--- src/rtl/pipe_ctrl_pkg.sv ---
// Shared types and constants for the pipeline hazard/sequencing controller.
package pipe_ctrl_pkg;

  localparam int unsigned REG_W           = 5;
  localparam int unsigned MEM_TIMEOUT_DEF = 256;

  typedef enum logic [1:0] {
    PC_RUN   = 2'd0,
    PC_MWAIT = 2'd1,
    PC_HALT  = 2'd2
  } pc_state_e;

  // Strobe bundle consumed by the pipeline registers.
  typedef struct packed {
    logic p_stall;
    logic f_stall;
    logic d_stall;
    logic e_stall;
    logic f_bubble;
    logic d_bubble;
    logic m_bubble;
  } strobe_t;

endpackage

--- src/rtl/pipe_ctrl_hazard_detect.sv ---
// Combinational hazard terms: memory wait, load-use interlock and mispredict.
module pipe_ctrl_hazard_detect
  import pipe_ctrl_pkg::*;
(
  input  logic [REG_W-1:0] rs1,
  input  logic [REG_W-1:0] rs2,
  input  logic             use_rs1,
  input  logic             use_rs2,
  input  logic             ex_load,
  input  logic             ex_need_dst,
  input  logic [REG_W-1:0] ex_dst,
  input  logic             ex_mispredict,
  input  logic             mem_req,
  input  logic             mem_ready,
  output logic             mw_c,
  output logic             lu_c,
  output logic             mp_c
);

  logic rs1_hit;
  logic rs2_hit;

  assign rs1_hit = use_rs1 & (rs1 == ex_dst);
  assign rs2_hit = use_rs2 & (rs2 == ex_dst);

  assign mw_c = mem_req & ~mem_ready;
  // x0 is hardwired zero, so a load targeting it never creates a dependency.
  assign lu_c = ex_load & ex_need_dst & (ex_dst != '0) & (rs1_hit | rs2_hit);
  assign mp_c = ex_mispredict;

endmodule

--- src/rtl/pipe_ctrl.sv ---
// Pipeline hazard and sequencing controller: stall/bubble strobes, memory
// timeout watchdog and stall/flush performance counters.
module pipe_ctrl
  import pipe_ctrl_pkg::*;
#(
  parameter int unsigned MEM_TIMEOUT = MEM_TIMEOUT_DEF,
  parameter int unsigned CNT_W       = 32,
  parameter int unsigned TO_W        = 9
) (
  input  logic             clk_i,
  input  logic             rst,
  input  logic [REG_W-1:0] Dc_rs1_i,
  input  logic [REG_W-1:0] Dc_rs2_i,
  input  logic             Dc_use_rs1_i,
  input  logic             Dc_use_rs2_i,
  input  logic             Ex_load_i,
  input  logic             Ex_need_dstE_i,
  input  logic [REG_W-1:0] Ex_dstE_i,
  input  logic             Ex_mispredict_i,
  input  logic             M_mem_req_i,
  input  logic             M_mem_ready_i,
  output logic             P_stall_o,
  output logic             F_stall_o,
  output logic             D_stall_o,
  output logic             E_stall_o,
  output logic             F_bubble_o,
  output logic             D_bubble_o,
  output logic             M_bubble_o,
  output logic             halt_o,
  output logic [CNT_W-1:0] stall_cnt_o,
  output logic [CNT_W-1:0] flush_cnt_o
);

  pc_state_e       state;
  pc_state_e       state_next;
  logic [TO_W-1:0] to_cnt;
  logic            mw;
  logic            lu;
  logic            mp;
  logic            flush_take;
  strobe_t         str;

  pipe_ctrl_hazard_detect u_hazard (
    .rs1           (Dc_rs1_i),
    .rs2           (Dc_rs2_i),
    .use_rs1       (Dc_use_rs1_i),
    .use_rs2       (Dc_use_rs2_i),
    .ex_load       (Ex_load_i),
    .ex_need_dst   (Ex_need_dstE_i),
    .ex_dst        (Ex_dstE_i),
    .ex_mispredict (Ex_mispredict_i),
    .mem_req       (M_mem_req_i),
    .mem_ready     (M_mem_ready_i),
    .mw_c          (mw),
    .lu_c          (lu),
    .mp_c          (mp)
  );

  // State register
  always_ff @(posedge clk_i or posedge rst) begin
    if (rst) state <= PC_RUN;
    else     state <= state_next;
  end

  // Next-state logic; HALT is only left through reset.
  always_comb begin
    state_next = state;
    case (state)
      PC_RUN:   if (mw) state_next = PC_MWAIT;
      PC_MWAIT: begin
        if (!mw)                                  state_next = PC_RUN;
        else if (to_cnt == TO_W'(MEM_TIMEOUT - 1)) state_next = PC_HALT;
      end
      PC_HALT:  state_next = PC_HALT;
      default:  state_next = PC_RUN;
    endcase
  end

  // Strobe outputs, priority HALT > mw > mp > lu; a pending mispredict waits out mw.
  always_comb begin
    str        = '0;
    flush_take = 1'b0;
    if (rst) begin
      str.f_bubble = 1'b1;
      str.d_bubble = 1'b1;
      str.m_bubble = 1'b1;
    end else if (state == PC_HALT || mw) begin
      str.p_stall  = 1'b1;
      str.f_stall  = 1'b1;
      str.d_stall  = 1'b1;
      str.e_stall  = 1'b1;
      str.m_bubble = 1'b1;
    end else if (mp) begin
      str.f_bubble = 1'b1;
      str.d_bubble = 1'b1;
      flush_take   = 1'b1;
    end else if (lu) begin
      str.p_stall  = 1'b1;
      str.f_stall  = 1'b1;
      str.d_bubble = 1'b1;
    end
  end

  assign P_stall_o  = str.p_stall;
  assign F_stall_o  = str.f_stall;
  assign D_stall_o  = str.d_stall;
  assign E_stall_o  = str.e_stall;
  assign F_bubble_o = str.f_bubble;
  assign D_bubble_o = str.d_bubble;
  assign M_bubble_o = str.m_bubble;

  // Watchdog, sticky halt flag and wrapping performance counters.
  always_ff @(posedge clk_i or posedge rst) begin
    if (rst) begin
      to_cnt      <= '0;
      halt_o      <= 1'b0;
      stall_cnt_o <= '0;
      flush_cnt_o <= '0;
    end else begin
      if (state == PC_MWAIT && state_next == PC_MWAIT) to_cnt <= to_cnt + TO_W'(1);
      else                                             to_cnt <= '0;
      halt_o <= (state_next == PC_HALT);
      if (str.p_stall) stall_cnt_o <= stall_cnt_o + CNT_W'(1);
      if (flush_take)  flush_cnt_o <= flush_cnt_o + CNT_W'(1);
    end
  end

endmodule

--- config.mk ---
export PLATFORM = sky130hd
export DESIGN_NAME = pipe_ctrl
export DESIGN_NICKNAME = d
export VERILOG_FILES = /design/src/rtl/pipe_ctrl_pkg.sv /design/src/rtl/pipe_ctrl_hazard_detect.sv /design/src/rtl/pipe_ctrl.sv
export SDC_FILE = /design/constraint.sdc
export NUM_CORES = 1
export LEC_CHECK = 0
export BUFFER_PORTS_ARGS = -buffer_cell sky130_fd_sc_hd__buf_4
export CAP_MARGIN = 20
export CORE_MARGIN = 2
export CORE_UTILIZATION = 50
export DETAILED_ROUTE_END_ITERATION = 6
export PLACE_DENSITY = 0.76
export SKIP_LAST_GASP = 1
export SLEW_MARGIN = 0
export SYNTH_ARGS = -nofsm -noshare
export SYNTH_HDL_FRONTEND = slang
export SYNTH_SLANG_ARGS = --single-unit
--- constraint.sdc ---
create_clock -name clk_i -period 3.15 [get_ports clk_i]
set_input_delay 0.1575 -clock clk_i [delete_from_list [all_inputs] [get_ports clk_i]]
set_output_delay 0.1575 -clock clk_i [all_outputs]
set_load 0.005 [all_outputs]
==> results.md, run 1 <==
* Sum of negative setup slack at 0 ns
* Most frequent cells in the layout: buf_4, dfrtp_1, xnor2_1
* Worst Setup SP: state[0]
* Fmax at 0.4571 GHz
* Grt ovf at 0
* Resized cells post-CTS at 0
* Final hold viol count at 0
* RR Endpoint: stall_cnt_o[19]
* CP top delay family: simple AND/OR/NAND/NOR gates
* Antenna viol nets, final at 0
* Pins over their slew limit at 0
* Kind of end point of the critical path: flip-flop
* R2R depth at 7
* Flop2flop setup slack at 0.96 ns
* CP dominant cell by count: nor2_1
* DIE AREA at 7868 um^2
* Worst-path clk slew at 0.08 ns
* Gpl congestion at 0.8839
* DRC Markers at 0
* Commonest non-fill, non-tap cell in the layout: buf_4
* Crit path largest cell delay at 0.42 ns
* # Max-Cap Violations at 0
* Worst Path Arrival at 2.46 ns
* Dpl hpwl at 5349 um
* WS Path Type: flip-flop to flip-flop
* HP Class: input port to async pin
* P_leak at 2.268 nW
* Nets at 462
* Drt total wl at 7219 um
* WL/cell at 13.49 um
* CP Buf/Inv Count at 1
* Worst hold slack at 0.1458 ns
* Largest net degree at the start of global routing at 78
* Critical Path Fanout Max at 23
* IO Count at 96
* CP endpoint: stall_cnt_o[19]
* Area Overhead vs Synth at 27.62%
* Core Region at 6869 um^2
* P per Cell Area at 475.6 nW/um^2
* Initial core utilization at 0.5222
* Initial drt markers at 102
* RSZ-0062 raised after global routing: false
* Initial DRT Pass Iterations at 4
* Gate Count Post-Synth at 333
* Yosys cell types at 36
* CTS Sinks at 76
* Vias per cell at 5.064
* Worst Tran Pin Value at 0.9359 ns
* Run status: finished clean
* Post-synth net total at 361
* # setup viols final at 0
* Num CTS Buffers at 9
* Vias in the first global route at 2,548
* GR Util All Layers at 0.1924
* Reg2Reg Launch Point: state[0]
* Req. time, crit path at 3.43 ns
* Die W at 88.70 um
* Filler instances at 577
* First-pass GRT wire length at 11,870 um
* DIE HEIGHT at 88.70 um
* Syn Area/Cell at 10.77 um^2
* Max VDD drop at 0.4019 mV
* CP Depth at 7
* Fin crit share at 0.6946
* CTS max path bufs at 2
* Share of cells above drive strength 1 at 0.2847
* CTS tree: yes
* Type of origin of the critical path: flip-flop
* # hold bufs at CTS at 0
* Synthesized area at 3587 um^2
* Synth Register Bits at 76
* Sequential fraction of the synthesis area at 0.5302
* YS warnings at 0
* Ys async rst share at 1.000
* Post-synth EDFFs at 0
* Clock Latency Late Sink at 0.35 ns
* Port Buf Inserts at 95
* Rows at 30
* Rel. slew slack at 0.3760
* Prevailing post-synth register cell: dfrtp_1
* Routed vias at 2,709
* CTS Root Cell: clkbuf_8
* Number of diodes at 0
* Slowest-stage cell, CP: nor2b_1
* CTS H-tree lvls at 3
* Setup Skew at 0.01314 ns
* Post-CTS setup buffer count at 0
* Final Critical Period at 2.188 ns
* CP cell instances: nor2b_1, nor2_1, nor2_1, a21oi_4, buf_4, nor4_1, xnor2_1
* Antenna violations before repair at 0
[worst min-delay path by stage]
| stage | endpoint | slack, ns | cells after the start |
|---|---|---|---|
| floorplan | flush_cnt_o[0] | 0.37 | 1 |
| global placement | stall_cnt_o[31] | 0.46 | 1 |
| detailed placement | stall_cnt_o[31] | 0.46 | 1 |
| CTS | flush_cnt_o[26] | 0.19 | 3 |
| global route | flush_cnt_o[3] | 0.25 | 3 |
| finish | halt_o | 0.15 | 3 |
[power breakdown]
group / leakage [nW] / switching [mW] / internal [mW]
Clock: 0.0886 / 0.391 / 0.298
Sequential: 1.00 / 0.103 / 1.05
Combinational: 1.18 / 0.139 / 0.195
[layout make-up]
class	count	area (um^2)	area share
Clock buffer	9	123.9	0.02706
Clock inverter	7	57.56	0.01257
Inverter	13	52.55	0.01148
Multi-Input combinational cell	237	1594	0.3482
Sequential cell	76	1902	0.4154
Tap cell	96	120.1	0.02624
Timing Repair Buffer	97	728.2	0.1591
[Yosys cell counts (2+ instances only)]
library cell | count | share of area
and3_1 | 9 | 0.016
and4_1 | 8 | 0.020
buf_4 | 4 | 0.0084
clkbuf_1 | 2 | 0.0021
dfrtp_1 | 76 | 0.53
ha_1 | 4 | 0.014
inv_1 | 12 | 0.013
mux2_2 | 2 | 0.0063
nand2_1 | 31 | 0.032
nand2b_1 | 2 | 0.0035
nand3_1 | 17 | 0.024
nand4_1 | 14 | 0.024
nor2_1 | 26 | 0.027
nor2b_1 | 4 | 0.0070
nor3_1 | 16 | 0.022
nor3b_1 | 2 | 0.0042
nor4_1 | 5 | 0.0087
o21bai_1 | 2 | 0.0042
or2_2 | 2 | 0.0035
or3_1 | 3 | 0.0052
xnor2_1 | 42 | 0.10
xor2_1 | 36 | 0.088
[registers in the layout, indices dropped and copies added (netlist names)]
| signal | flops |
|---|---|
| flush_cnt_o | 32 |
| halt_o | 1 |
| stall_cnt_o | 32 |
| to_cnt | 9 |
| state | 2 |
[cell families (layout without fill, tap and decap cells)]
kind of cell	count (synthesis)	count (layout)	share of synthesized area
flops	76	76	0.5302
xor+xnor	78	78	0.1904
buf+inv	20	126	0.02546
compound gates	8	8	0.01918
simple gates	145	145	0.2145
mux	2	2	0.006278
fa+ha+maj	4	4	0.01395
[per-stage QoR]
stage	worst slack, ns	std cells	total power, mW	utilization	area [um^2]
after floorplan	0.6093	333	1.314	-	3591
after global placement	1.008	519	1.502	0.6401	4397
after detailed placement	0.9511	519	1.510	0.6401	4397
after CTS	0.9352	535	2.199	0.6665	4578
after global routing	0.7439	535	2.278	0.6665	4578
final	0.9621	535	2.177	0.6665	4578
[per-layer routing]
metal,wire (um),global-route usage,share of wire
met5,0,0,0
met4,126,0.07989,0.017
met3,337,0.03451,0.047
met2,3363,0.3066,0.47
met1,3391,0.2601,0.47
[worst min-delay path, stage by stage]
cell and delay (ns):
buf_4 0.13, clkinvlp_4 0.06, buf_4 0.71
Note: power is estimated with default switching activity, not from simulation.
==> inputs of run 2 (changes only) <==
Settings changed: CORE_UTILIZATION 50 to 47, PLACE_DENSITY 0.76 to 0.75.
Clock period 3.15 ns to 2 ns, I/O delays scaled along.
==> results.md, run 2 (synthesized netlist as in run 1, its figures left out) <==
* Most frequent cells in the layout: buf_4, dfrtp_1, xnor2_1
* CTS tree: yes
* Core Region at 7331 um^2
* Fmax at 0.5261 GHz
* Post-CTS setup buffer count at 0
* DRC Markers at 0
* Die W at 91.37 um
* WS Path Type: flip-flop to output port
* Biggest regs: flush_cnt_o: 32 flops, stall_cnt_o: 32 flops, to_cnt: 9 flops
* Worst-path clk slew at 0.08 ns
* Post-Place Cells at 562
* Largest net degree at the start of global routing at 78
* CTS Root Cell: clkbuf_8
* Antenna violations before repair at 0
* CTS Sinks at 76
* CTS max path bufs at 2
* Final hold viol count at 0
* Commonest non-fill, non-tap cell in the layout: buf_4
* Drt total wl at 7745 um
* Worst Path Arrival at 1.80 ns
* Grt ovf at 0
* Type of origin of the critical path: flip-flop
* P per Cell Area at 745.6 nW/um^2
* Placed inst area at 4742 um^2
* Worst Slack Setup Final at 0.09916 ns
* DIE HEIGHT at 91.37 um
* Worst Tran Pin Value at 0.9358 ns
* Worst slack, placed at -0.1234 ns
* Nets at 502
* Worst hold slack at 0.1350 ns
* Gpl congestion at 0.8297
* DIE AREA at 8348 um^2
* Fin crit share at 0.9504
* Non-Filler Instances at 578
* Area Overhead vs Synth at 39.76%
* Req. time, crit path at 1.90 ns
* P_leak at 2.513 nW
* Share of cells above drive strength 1 at 0.3674
* IO Count at 96
* Port Buf Inserts at 95
* CTS H-tree lvls at 3
* GR Util All Layers at 0.2017
* Routed vias at 2,900
* First-pass GRT wire length at 13,620 um
* Vias in the first global route at 2,949
* Rel. slew slack at 0.3761
* Final Critical Period at 1.901 ns
* Critical Path Fanout Max at 20
* # hold bufs at CTS at 0
* Clock Latency Late Sink at 0.34 ns
* RSZ-0062 raised after global routing: true
* Initial DRT Pass Iterations at 4
* Dpl hpwl at 5777 um
* # Max-Cap Violations at 0
* Num CTS Buffers at 9
* Initial core utilization at 0.4893
* WL/cell at 13.40 um
* Rows at 31
* Max VDD drop at 0.4856 mV
* Vias per cell at 5.017
* Kind of end point of the critical path: output port
* Number of diodes at 0
* # setup viols final at 0
* HP Class: input port to async pin
* Initial drt markers at 122
* Fin area at 5014 um^2
* Fin util at 0.6839
* Setup Skew at 0.008382 ns
* Run status: finished clean
* Pins over their slew limit at 0
* Antenna viol nets, final at 0
==> run 2: changes by cell type in the layout (fill, tap and decap cells not counted), moves of 3 or more <==
cell	before	now
buf_4	97	135
inv_6	3	0
nor3_1	16	13
nor3_2	1	4
==> run 2: report_power, final <==
part | internal, mW | switching [mW] | total, mW
logic | 0.384 | 0.284 | 0.668
registers | 1.66 | 0.124 | 1.78
clock network | 0.736 | 0.554 | 1.29
total | 2.78 | 0.962 | 3.74
==> run 2: routing by layer <==
metal	global-route usage	vias to the layer above	routed length, um
li1	-	1409	-
met1	0.2599	1415	3514
met2	0.3315	64	3785
met3	0.04232	12	337
met4	0.08333	0	108
met5	0	-	0
==> run 2: repair_timing <==
item                       CTS  global route
gates resized for setup      4             7
setup endpoints to repair   21            23
cloned                       0             0
pin swaps                    0             1
==> run 2: worst paths after layout <==
path	startpoint	end	slack [ns]	cells after the start
worst max-delay path	state[1]	P_stall_o	0.1	7
worst min-delay path	rst	flush_cnt_o[4]	0.13	3
worst max register to register	stall_cnt_o[17]	stall_cnt_o[28]	0.11	5
worst min register to register	stall_cnt_o[31]	stall_cnt_o[31]	0.48	1
max in group asynchronous	rst	halt_o	1.27	3
min in group clk_i	M_mem_ready_i	state[0]	0.24	4
==> run 2: worst max-delay path, cell delays in order (launching register included) <==
cell     delay [ns]
dfrtp_1        0.39
nor2b_4        0.16
o31ai_4        0.27
nor2b_2        0.09
a21oi_4        0.15
buf_12         0.17
inv_2          0.08
buf_4          0.14
==> run 2: metrics by stage <==
step	total power [mW]	TNS, ns
global route	3.941	-0.02507
detailed placement	2.480	-1.136
floorplan	2.072	-7.938
CTS	3.782	0
global placement	2.456	0
finish	3.738	0
==> run 2: cell type report <==
cell class	instances	area [um^2]
fillers	580	2317
repair buffers	137	1054
well taps	99	123.9
multi-input cells	237	1657
clock buffers	10	137.6
inverters	13	52.55
flip-flops and latches	76	1902
clock inverters	6	87.58
==> inputs of run 3 (changes only) <==
Settings changed: GPL_ROUTABILITY_DRIVEN set to 0, MAX_ROUTING_LAYER set to met4.
==> results.md, run 3 (synthesized netlist as in run 1, its figures left out) <==
* Number of diodes at 0
* Dpl hpwl at 5777 um
* CP Buf/Inv Count at 3
* Sum of negative setup slack at 0 ns
* Setup Skew at 0.009705 ns
* Antenna violations before repair at 0
* RSZ-0062 raised after global routing: true
* Reg2Reg Launch Point: stall_cnt_o[17]
* # Max-Cap Violations at 0
* Filler instances at 580
* Type of origin of the critical path: flip-flop
* Placed inst area at 4742 um^2
* Post-CTS setup buffer count at 0
* Core Region at 7331 um^2
* GR Util All Layers at 0.2075
* Area Overhead vs Synth at 39.76%
* Num CTS Buffers at 9
* HP Class: input port to async pin
* Pins over their slew limit at 0
* R2R depth at 5
* Commonest non-fill, non-tap cell in the layout: buf_4
* Biggest regs: flush_cnt_o: 32 flops, stall_cnt_o: 32 flops, to_cnt: 9 flops
* Post-Place Cells at 562
* Register area at 1902 um^2
* Port Buf Inserts at 95
* Max VDD drop at 0.4863 mV
* P_leak at 2.513 nW
* CP top delay family: compound AO/OA/AOI/OAI gates
* Crit path largest cell delay at 0.39 ns
* Power, Total at 3.741 mW
* WS Path Type: flip-flop to output port
* IO Count at 96
* Worst Tran Pin Value at 0.9408 ns
* Vias per cell at 5.022
* CP endpoint: P_stall_o
* DRC Markers at 0
* Worst-path clk slew at 0.08 ns
* Initial DRT Pass Iterations at 4
* Worst Path Arrival at 1.80 ns
* Fin area at 5014 um^2
* Fin crit share at 0.9516
* CTS Sinks at 76
* Share of cells above drive strength 1 at 0.3674
* Final Critical Period at 1.903 ns
* Worst Setup SP: state[1]
* WL/cell at 13.42 um
* CP cell instances: nor2b_4, o31ai_4, nor2b_2, a21oi_4, buf_12, inv_2, buf_4
* Run status: finished clean
* CTS max path bufs at 2
* Largest net degree at the start of global routing at 78
* Flop2flop setup slack at 0.11 ns
* # setup viols final at 0
* Rows at 31
* # hold bufs at CTS at 0
* Critical Path Fanout Max at 20
* CP Depth at 7
* Antenna viol nets, final at 0
* Vias in the first global route at 2,952
* Die W at 91.37 um
* Slowest-stage cell, CP: dfrtp_1
* Non-Filler Instances at 578
* Grt ovf at 0
* Fmax at 0.5255 GHz
* Rel. slew slack at 0.3728
* First-pass GRT wire length at 13,630 um
* Nets at 502
* RR Endpoint: stall_cnt_o[24]
* DIE HEIGHT at 91.37 um
* Initial core utilization at 0.4893
* Final hold viol count at 0
* CTS Root Cell: clkbuf_8
* Drt total wl at 7754 um
* Worst hold slack at 0.1267 ns
* CTS tree: yes
* Req. time, crit path at 1.90 ns
* P per Cell Area at 746.2 nW/um^2
* Initial drt markers at 114
* DIE AREA at 8348 um^2
* CTS H-tree lvls at 3
* Kind of end point of the critical path: output port
* Routed vias at 2,903
* Most frequent cells in the layout: buf_4, dfrtp_1, xnor2_1
* Clock Latency Late Sink at 0.34 ns
* Footprint of the multi-input gates at 1657 um^2
run 3: cell counts in the layout (fill, tap and decap cells not counted):
No cell type changed its count.
run 3: report_power, final:
| part | switching [mW] | internal (mW) |
|---|---|---|
| logic | 0.284 | 0.384 |
| clock network | 0.556 | 0.737 |
| registers | 0.125 | 1.66 |
| total | 0.965 | 2.78 |
run 3: final cells by class:
cell class,instances,share of cell area
clock buffer,10,0.02745
timing repair buffer,137,0.2101
clock inverter,6,0.01747
inverter,13,0.01048
multi-input combinational,237,0.3304
sequential,76,0.3793
tap,99,0.02471
run 3: metrics by stage:
| step | worst slack (ns) | utilization |
|---|---|---|
| after floorplan | -0.3015 | - |
| final | 0.09688 | 0.6839 |
| after detailed placement | -0.1234 | 0.6469 |
| after global placement | 0.03279 | 0.6469 |
| after global routing | -0.01645 | 0.6839 |
| after CTS | 0.001861 | 0.6798 |
run 3: timing repair:
item,4_1_cts,5_1_grt
gates resized for setup,4,7
cloned,0,0
setup endpoints to repair,21,23
pin swaps,0,1
run 3: worst min-delay path by stage:
stage,from,end,slack (ns)
finish,rst,flush_cnt_o[4],0.13
CTS,rst,flush_cnt_o[4],0.16
global placement,stall_cnt_o[31],stall_cnt_o[31],0.46
floorplan,rst,D_stall_o,0.26
detailed placement,stall_cnt_o[31],stall_cnt_o[31],0.46
global route,rst,flush_cnt_o[3],0.22
run 3: layer usage:
layer / part of all wire / routed length (um) / track usage
met1: 0.45 / 3521 / 0.2594
met4: 0.014 / 108 / 0.08333
met3: 0.043 / 337 / 0.04149
met5: 0 / 0 / -
met2: 0.49 / 3786 / 0.3327
run 3: worst register-to-register path, cell delays in order, from the launching register on:
cell,delay [ns]
dfrtp_1,0.36
nand3_1,0.12
or3_1,0.35
or3_2,0.58
nor3_1,0.24
xor2_1,0.16
